File: config.mk
export PLATFORM = sky130hd
export DESIGN_NAME = uart_cmd_slave
export DESIGN_NICKNAME = d
export VERILOG_FILES = /design/src/rtl/uart_pkg.sv /design/src/rtl/UART_rx.sv /design/src/rtl/UART_tx.sv /design/src/rtl/uart_frame_timer.sv /design/src/rtl/uart_cmd_slave.sv
export SDC_FILE = /design/constraint.sdc
export NUM_CORES = 1
export LEC_CHECK = 0
export CAP_MARGIN = 15
export CORE_MARGIN = 1
export CORE_UTILIZATION = 46
export CTS_BUF_LIST = sky130_fd_sc_hd__clkbuf_8 sky130_fd_sc_hd__clkbuf_16
export DETAILED_ROUTE_END_ITERATION = 16
export PLACE_DENSITY = 0.67
export REMOVE_ABC_BUFFERS = 1
export SLEW_MARGIN = 20
export SYNTH_ARGS = -nofsm -noshare
export SYNTH_HDL_FRONTEND = slang
export SYNTH_SLANG_ARGS = --single-unit
File: constraint.sdc
create_clock -name clk -period 2 [get_ports clk]
set_input_delay 0.6 -clock clk [delete_from_list [all_inputs] [get_ports clk]]
set_output_delay 0.6 -clock clk [all_outputs]
set_load 0.05 [all_outputs]
File: src/rtl/uart_pkg.sv
// Shared types and constants for the UART command slave and its byte engines.
package uart_pkg;
  localparam int CMD_W            = 16;
  localparam int BYTE_W           = 8;
  localparam int TIMEOUT_CLKS_DEF = 100000;
  localparam int BAUD_DIV         = 16;

  typedef enum logic {HIGH, LOW} rx_frame_t;
endpackage

File: src/rtl/UART_rx.sv
// UART byte receiver: samples mid-bit, raises rdy after the stop bit until clr_ready or next start.
module UART_rx import uart_pkg::*; #(
  parameter int BAUD = BAUD_DIV
) (
  input  logic              clk,
  input  logic              rst_n,
  input  logic              RX,
  input  logic              clr_ready,
  output logic              rdy,
  output logic [BYTE_W-1:0] cmd
);
  localparam int BW = $clog2(2 * BAUD);

  logic          rx_meta, rx_s, busy;
  logic [3:0]    bit_cnt;
  logic [BW-1:0] baud_cnt;

  always_ff @(posedge clk or negedge rst_n) begin
    if (!rst_n) begin
      rx_meta  <= 1'b1;
      rx_s     <= 1'b1;
      busy     <= 1'b0;
      bit_cnt  <= '0;
      baud_cnt <= '0;
      rdy      <= 1'b0;
      cmd      <= '0;
    end else begin
      rx_meta <= RX;
      rx_s    <= rx_meta;
      if (clr_ready)
        rdy <= 1'b0;
      if (busy) begin
        if (baud_cnt == '0) begin
          baud_cnt <= BW'(BAUD - 1);
          bit_cnt  <= bit_cnt + 4'd1;
          if (bit_cnt == 4'd8) begin
            busy <= 1'b0;
            rdy  <= 1'b1;
          end else begin
            cmd <= {rx_s, cmd[BYTE_W-1:1]};
          end
        end else begin
          baud_cnt <= baud_cnt - 1'b1;
        end
      end else if (!rx_s) begin
        // first sample lands in the middle of data bit 0
        busy     <= 1'b1;
        bit_cnt  <= '0;
        baud_cnt <= BW'(BAUD + BAUD / 2 - 1);
        rdy      <= 1'b0;
      end
    end
  end
endmodule

File: src/rtl/UART_tx.sv
// UART byte transmitter: 1 start, 8 data LSB first, 1 stop; tx_done sticky until next trmt.
module UART_tx import uart_pkg::*; #(
  parameter int BAUD = BAUD_DIV
) (
  input  logic              clk,
  input  logic              rst_n,
  input  logic              trmt,
  input  logic [BYTE_W-1:0] tx_data,
  output logic              TX,
  output logic              tx_done
);
  localparam int BW = $clog2(2 * BAUD);

  logic [9:0]    shft;
  logic [3:0]    bit_cnt;
  logic [BW-1:0] baud_cnt;
  logic          busy;

  always_ff @(posedge clk or negedge rst_n) begin
    if (!rst_n) begin
      shft     <= '1;
      bit_cnt  <= '0;
      baud_cnt <= '0;
      busy     <= 1'b0;
      tx_done  <= 1'b0;
    end else if (trmt) begin
      shft     <= {1'b1, tx_data, 1'b0};
      bit_cnt  <= '0;
      baud_cnt <= BW'(BAUD - 1);
      busy     <= 1'b1;
      tx_done  <= 1'b0;
    end else if (busy) begin
      if (baud_cnt == '0) begin
        shft     <= {1'b1, shft[9:1]};
        baud_cnt <= BW'(BAUD - 1);
        bit_cnt  <= bit_cnt + 4'd1;
        if (bit_cnt == 4'd9) begin
          busy    <= 1'b0;
          tx_done <= 1'b1;
        end
      end else begin
        baud_cnt <= baud_cnt - 1'b1;
      end
    end
  end

  assign TX = shft[0];
endmodule

File: src/rtl/uart_frame_timer.sv
// Inter-byte timeout counter: clears on clr, counts while en, flags the last allowed cycle.
module uart_frame_timer #(
  parameter int TIMEOUT_CLKS = 100000,
  parameter int TMR_W        = 17
) (
  input  logic clk,
  input  logic rst_n,
  input  logic clr,
  input  logic en,
  output logic expired
);
  logic [TMR_W-1:0] count;

  always_ff @(posedge clk or negedge rst_n) begin
    if (!rst_n)
      count <= '0;
    else if (clr)
      count <= '0;
    else if (en)
      count <= count + 1'b1;
  end

  assign expired = en && (count == TMR_W'(TIMEOUT_CLKS - 1));
endmodule

File: src/rtl/uart_cmd_slave.sv
// Two-byte command deserialiser and single-byte response sender over UART.
// Optional inter-byte timeout enabled by defining CMD_TIMEOUT_EN.
module uart_cmd_slave import uart_pkg::*; #(
  parameter int TIMEOUT_CLKS = TIMEOUT_CLKS_DEF,
  parameter int TMR_W        = 17
) (
  input  logic              clk,
  input  logic              rst_n,
  input  logic              RX,
  output logic              TX,
  output logic [CMD_W-1:0]  cmd,
  output logic              cmd_rdy,
  input  logic              clr_cmd_rdy,
  input  logic [BYTE_W-1:0] resp,
  input  logic              send_resp,
  output logic              resp_sent
);
  rx_frame_t         state, nxt_state;
  logic              rx_rdy, clr_ready, trmt, tx_done;
  logic [BYTE_W-1:0] rx_byte, high_byte;
  logic              cap_hi, cap_lo, drop_hi, expired, tx_busy;

  UART_rx u_rx (.clk(clk), .rst_n(rst_n), .RX(RX), .clr_ready(clr_ready),
                .rdy(rx_rdy), .cmd(rx_byte));

  UART_tx u_tx (.clk(clk), .rst_n(rst_n), .trmt(trmt), .tx_data(resp),
                .TX(TX), .tx_done(tx_done));

`ifdef CMD_TIMEOUT_EN
  logic tmr_en;
  assign tmr_en = (state == LOW);
  uart_frame_timer #(.TIMEOUT_CLKS(TIMEOUT_CLKS), .TMR_W(TMR_W)) u_tmr (
    .clk(clk), .rst_n(rst_n), .clr(cap_hi), .en(tmr_en), .expired(expired));
`else
  assign expired = 1'b0;
`endif

  always_ff @(posedge clk or negedge rst_n) begin
    if (!rst_n) state <= HIGH;
    else        state <= nxt_state;
  end

  always_comb begin
    nxt_state = state;
    clr_ready = 1'b0;
    cap_hi    = 1'b0;
    cap_lo    = 1'b0;
    drop_hi   = 1'b0;
    case (state)
      HIGH: if (rx_rdy) begin
        cap_hi    = 1'b1;
        clr_ready = 1'b1;
        nxt_state = LOW;
      end
      LOW: if (rx_rdy) begin
        cap_lo    = 1'b1;
        clr_ready = 1'b1;
        nxt_state = HIGH;
      end else if (expired) begin
        drop_hi   = 1'b1;
        nxt_state = HIGH;
      end
      default: nxt_state = HIGH;
    endcase
  end

  always_ff @(posedge clk or negedge rst_n) begin
    if (!rst_n) begin
      high_byte <= '0;
      cmd       <= '0;
      cmd_rdy   <= 1'b0;
    end else begin
      if (cap_hi)       high_byte <= rx_byte;
      else if (drop_hi) high_byte <= '0;
      if (cap_lo)
        cmd <= {high_byte, rx_byte};
      // frame completion beats a simultaneous consumer acknowledge
      if (cap_lo)                     cmd_rdy <= 1'b1;
      else if (cap_hi || clr_cmd_rdy) cmd_rdy <= 1'b0;
    end
  end

  assign trmt = send_resp && !tx_busy;

  always_ff @(posedge clk or negedge rst_n) begin
    if (!rst_n) begin
      tx_busy   <= 1'b0;
      resp_sent <= 1'b0;
    end else if (trmt) begin
      tx_busy   <= 1'b1;
      resp_sent <= 1'b0;
    end else if (tx_busy && tx_done) begin
      tx_busy   <= 1'b0;
      resp_sent <= 1'b1;
    end
  end
endmodule

; Word level (Yosys, flattened, before mapping)
; Index checks and enable logic that the tools add are counted.
; W data, S select, Z words.
[op_classes]
addsub = 4
n_eq_ne = 4
n_reduce_logical = 15
n_mux = 44
bitwise = 2
[ops]
columns = operator, n
row1 = $mux W10, 3
row2 = $mux W5, 6
row3 = $mux W1, 27
row4 = $mux W4, 6
row5 = $logic_not A5 Y1, 2
row6 = $reduce_bool A2 Y1, 5
row7 = $sub A5 B1 Y5 const B, 2
row8 = $add A4 B1 Y4 const B, 2
row9 = $eq A4 B4 Y1 const B, 2
row10 = $mux W8, 1
row11 = $reduce_and A3 Y1, 2
row12 = $ne A2 B2 Y1 const B, 2
row13 = $reduce_and A2 Y1, 2
row14 = $logic_and A1 B1 Y1, 2
row15 = $not A1 Y1, 2
row16 = $pmux W1 S2, 1
row17 = $logic_not A1 Y1, 1
row18 = $logic_or A1 B1 Y1, 1
[totals]
word_cells = 87
out_inout_bits = 19
regBits = 70
in_bits = 13

; Longest topological paths before layout
[depth]
ltp_word = 5
mapped_depth = 6
depth_no_buf = 5

; Hierarchy
; Synthesis repeated with hierarchy kept, for this count alone.
[unflattened]
cells_unflattened = 239
hier_area_um2 = 3039.2
[by_module_without_submodules]
columns = mod, seq_area_each_um2, area_per_inst_um2, cells_each, instances
row1 = uart_cmd_slave, 700.7, 1114.8, 67, 1
row2 = UART_tx, 511.7, 980.9, 97, 1
row3 = UART_rx, 528.0, 943.4, 75, 1

; Least setup slack after synthesis
; Ideal clock, no wire load.
[synth_timing]
path_type = flip-flop to flip-flop
from = register u_tx.baud_cnt[0]
to = register u_tx.bit_cnt[1]
setup_ps = 120
synth_period_minus_slack_ps = 1592
setup_slack_ps = 408
required_ps = 1880
t_arrival_ps = 1471
n_path_buf = 1
path_stages_with_launch = 7
path_cell_list = dfrtp_1 inv_1 ha_1 nor4bb_1 buf_2 nand2_1 a31o_2
[synth_between]
elab_chain_len = 3
[synth_lines]
columns = element, line_no
row1 = "start, declared", UART_tx.sv:16  ; logic [BW-1:0] baud_cnt;
row2 = "start signal, assigned", UART_tx.sv:29  ; baud_cnt <= BW'(BAUD - 1);
row3 = "start signal, assigned", UART_tx.sv:35  ; baud_cnt <= BW'(BAUD - 1);
row4 = "start signal, assigned", UART_tx.sv:42  ; baud_cnt <= baud_cnt - 1'b1;
row5 = $logic_not A5 Y1, UART_tx.sv:33  ; if (baud_cnt == '0) begin
row6 = $reduce_bool A2 Y1 (no source line), n/a
row7 = $reduce_and A2 Y1 (no source line), n/a
row8 = "end signal, assigned", UART_tx.sv:36  ; bit_cnt <= bit_cnt + 4'd1;
row9 = "end, declared", UART_tx.sv:15  ; logic [3:0] bit_cnt;
; Every way passes these cells.
; A chain may end at the register's enable or synchronous reset.

; Worst setup path after layout
[layout_timing]
from = register u_rx.baud_cnt[0]
to = register u_rx.cmd[3]
[layout_between]
elab_chain_len = 2
[layout_lines]
columns = element, line_no
row1 = "start, declared", UART_rx.sv:16  ; logic [BW-1:0] baud_cnt;
row2 = "start signal, assigned", UART_rx.sv:34  ; baud_cnt <= BW'(BAUD - 1);
row3 = "start signal, assigned", UART_rx.sv:43  ; baud_cnt <= baud_cnt - 1'b1;
row4 = "start signal, assigned", UART_rx.sv:49  ; baud_cnt <= BW'(BAUD + BAUD / 2 - 1);
row5 = $logic_not A5 Y1, UART_rx.sv:33  ; if (baud_cnt == '0) begin
row6 = $reduce_and A3 Y1 (no source line), n/a
row7 = "end signal, assigned", UART_rx.sv:40  ; cmd <= {rx_s, cmd[BYTE_W-1:1]};
row8 = "end, declared", UART_rx.sv:10  ; output logic [BYTE_W-1:0] cmd
; Every way passes these cells.

==> run summary <==
Outcome: finished, final reports clean
Relative slew slack: 0.6376
Post-Syn Instances: 247
Final worst-path cycle share: 0.8734
Root buffer cell: clkbuf_8
DR top layer: met4
Hold Path Class: in2async
Pre-CTS setup slack: 0.06859 ns
Num rows: 29
Vias in the first global route: 1,773
Top post-synthesis cells by area: dfrtp_1, mux2_2, dfstp_2
Fillers: 545
Maximum VDD drop: 0.7138 mV
PortBufs: 31
Tot GR Track Use: 0.1631
RSZ-0062 raised after global routing: false
Mean Syn Cell Area: 12.12 sq um
Setup CP Type: reg2reg
Commonest non-fill, non-tap cells in the layout: dfrtp_1, mux2_2, buf_4
Footprint of the multi-input gates: 0.001151 sq mm
Final instance area: 0.003635 sq mm
Pwr dens: 974.7 mW/mm^2
DPL Wire Length: 3341 microns
Initial antenna violation count: 0
Pre-antenna DRT Iters: 4
CP Max Fanout: 8
Max-slew violation count: 0
Fin crit period: 1.747 ns
Core area: 0.006314 sq mm
Cts hold-fix bufs: 0
P&R area growth vs syn: 21.45%
DIE HEIGHT: 82.66 microns
Unique masters post-synth: 41
Vias per cell: 5.306
WP data arrival: 1.96 ns
Cts bufs inserted: 9
Post-CTS Resized: 0
Commonest non-fill, non-tap cell in the layout: dfrtp_1
Worst setup EP type: flip-flop
Post-CTS Setup Repair Bufs: 0
Final setup vio count: 0
CTS H-tree lvls: 3
Leak Pwr: 1.737 nW
Clk_skew: 0.007332 ns
GPL Wtd Cong: 0.7546
Initial drt markers: 48
First-pass GRT wire length: 8286 microns
Clk pin slew, worst setup/hold paths: 0.08 ns
Clock latency on the worst-skew pair: 0.33 ns
Met3 routed WL: 195 microns
Met2 routed WL: 2264 microns
Largest area contributor in the netlist: dfrtp_1
Synthesis Warnings: 0
Worst Path Required: 2.22 ns
F_max: 572.5 MHz
DR DRC count: 0
Non-filler cells, final: 369
CTS Buffer Depth: 2
Final antenna diode count: 0
Seq. cell area: 0.001740 sq mm
Setup slack after layout: 0.2533 ns
Max-Cap Viols: 0
Post-synthesis sequential area ratio: 0.5815
Overflow after GRT: 0
Yosys top cell area share: 0.4849
DRT met1 WL: 2551 microns
Dpl cell area: 0.003411 sq mm
IO Count: 32
Pin count of the biggest net entering global routing: 25
Mapped cell area: 0.002993 sq mm
# placed instances: 353
CTS tree: yes
Post-Route WL: 5079 microns
Initial core utilization: 0.4740
Clock Sinks: 69
Slew at the pin with the worst max-slew slack: 0.5436 ns
Share of cells above drive strength 1: 0.3185
Detail Route Antenna Nets: 0
Post-synthesis sequential element count: 69
Vias: 1,958
Fin. Hold Viols: 0
Die area: 0.006833 sq mm
Final hold slack: 0.2270 ns
Wire per inst: 13.76 microns
Nets: 308
Die Width: 82.66 microns
Startpoint types: flip-flop
==> cells by family after synthesis <==
group / Yosys count / synth area share
AO/OA/AOI/OAI: 55 / 0.1045
XOR/XNOR: 2 / 0.005854
adder cells (fa/ha/maj): 8 / 0.03345
buffers and inverters: 26 / 0.03386
flip-flops: 69 / 0.5815
multiplexers: 35 / 0.1304
AND/OR/NAND/NOR: 52 / 0.1104
==> worst paths after layout <==
check                                          end  depth (start not counted)  slack [ns]                          from
max in group asynchronous   u_rx.rx_meta$_DFF_PN1_                          2        1.19                         rst_n
min reg2reg                    u_rx.rx_s$_DFF_PN1_                          0        0.36        u_rx.rx_meta$_DFF_PN1_
max                        u_rx.cmd[3]$_DFFE_PN0P_                          5        0.25  u_rx.baud_cnt[0]$_DFFE_PN0P_
max reg2reg                u_rx.cmd[3]$_DFFE_PN0P_                          5        0.25  u_rx.baud_cnt[0]$_DFFE_PN0P_
min                            u_tx.busy$_DFF_PN0_                          1        0.23                         rst_n
min in group clk               u_rx.rx_s$_DFF_PN1_                          0        0.36        u_rx.rx_meta$_DFF_PN1_
==> report_power, final <==
group | total (W) | leakage (nW) | internal [W] | switching, W
Clock | 0.00126 | 0.112 | 0.000734 | 0.000529
Sequential | 0.00174 | 0.869 | 0.00162 | 0.000126
Combinational | 0.000539 | 0.755 | 0.000268 | 0.000271
==> sequential cells by signal, summed over array words and instances, names as in the netlist <==
| signal | cells |
|---|---|
| cmd | 16 |
| cmd_rdy | 1 |
| high_byte | 8 |
| resp_sent | 1 |
| state | 1 |
| tx_busy | 1 |
| u_rx.baud_cnt | 5 |
| u_rx.bit_cnt | 4 |
| u_rx.busy | 1 |
| u_rx.cmd | 8 |
| u_rx.rdy | 1 |
| u_rx.rx_meta | 1 |
| u_rx.rx_s | 1 |
| u_tx.baud_cnt | 5 |
| u_tx.bit_cnt | 4 |
| u_tx.busy | 1 |
| u_tx.shft | 9 |
| u_tx.tx_done | 1 |
==> cell type report <==
class                      instances  area share
clock buffer                      10     0.03787
clock inverter                     6     0.02375
inverter                          14     0.01446
multi-input combinational        152      0.3167
sequential                        69      0.4788
tap                               77     0.02651
timing repair buffer              41      0.1019
==> metal layers <==
layer	GRT usage	vias up
met5	0	-
met4	0.08793	0
met3	0.03626	5
met2	0.2434	40
met1	0.2194	960
li1	-	953
==> cells in the mapped netlist <==
library cell,n
dfrtp_1,58
mux2_2,32
o21ai_0,20
a21oi_1,15
nor2_1,15
inv_1,13
dfstp_2,11
clkbuf_1,9
a31oi_1,8
ha_1,8
nand2_1,7
and3_1,4
nand2b_1,4
nand3_1,4
mux2i_1,3
nor2b_1,3
o31ai_1,3
buf_2,2
nand3b_1,2
nor3_1,2
o211ai_1,2
o21ai_1,2
or4_1,2
a21o_1,1
a22oi_1,1
a31o_2,1
clkbuf_2,1
clkinv_1,1
nand3_4,1
nand4b_1,1
nand4bb_4,1
nor4_1,1
nor4b_1,1
nor4b_4,1
nor4bb_1,1
o21a_1,1
o31a_1,1
or3_1,1
or4b_1,1
xnor2_1,1
xor2_1,1
==> critical path, stage by stage (launching register included) <==
cell and delay (ns):
dfrtp_1 0.41, inv_1 0.09, ha_1 0.21, nor4b_4 0.40
nand3_4 0.20, mux2_2 0.34
==> through the flow <==
| stage | utilization | TNS, ns | total power [W] |
|---|---|---|---|
| 2_1_floorplan | - | -0.2443 | 0.002089 |
| 3_3_place_gp | 0.5402 | 0 | 0.002286 |
| 3_5_place_dp | 0.5402 | 0 | 0.002305 |
| 4_1_cts | 0.5757 | 0 | 0.003584 |
| 5_1_grt | 0.5757 | 0 | 0.003738 |
| 6_report | 0.5757 | 0 | 0.003543 |
No activity file was read; power rests on OpenSTA's default activity.
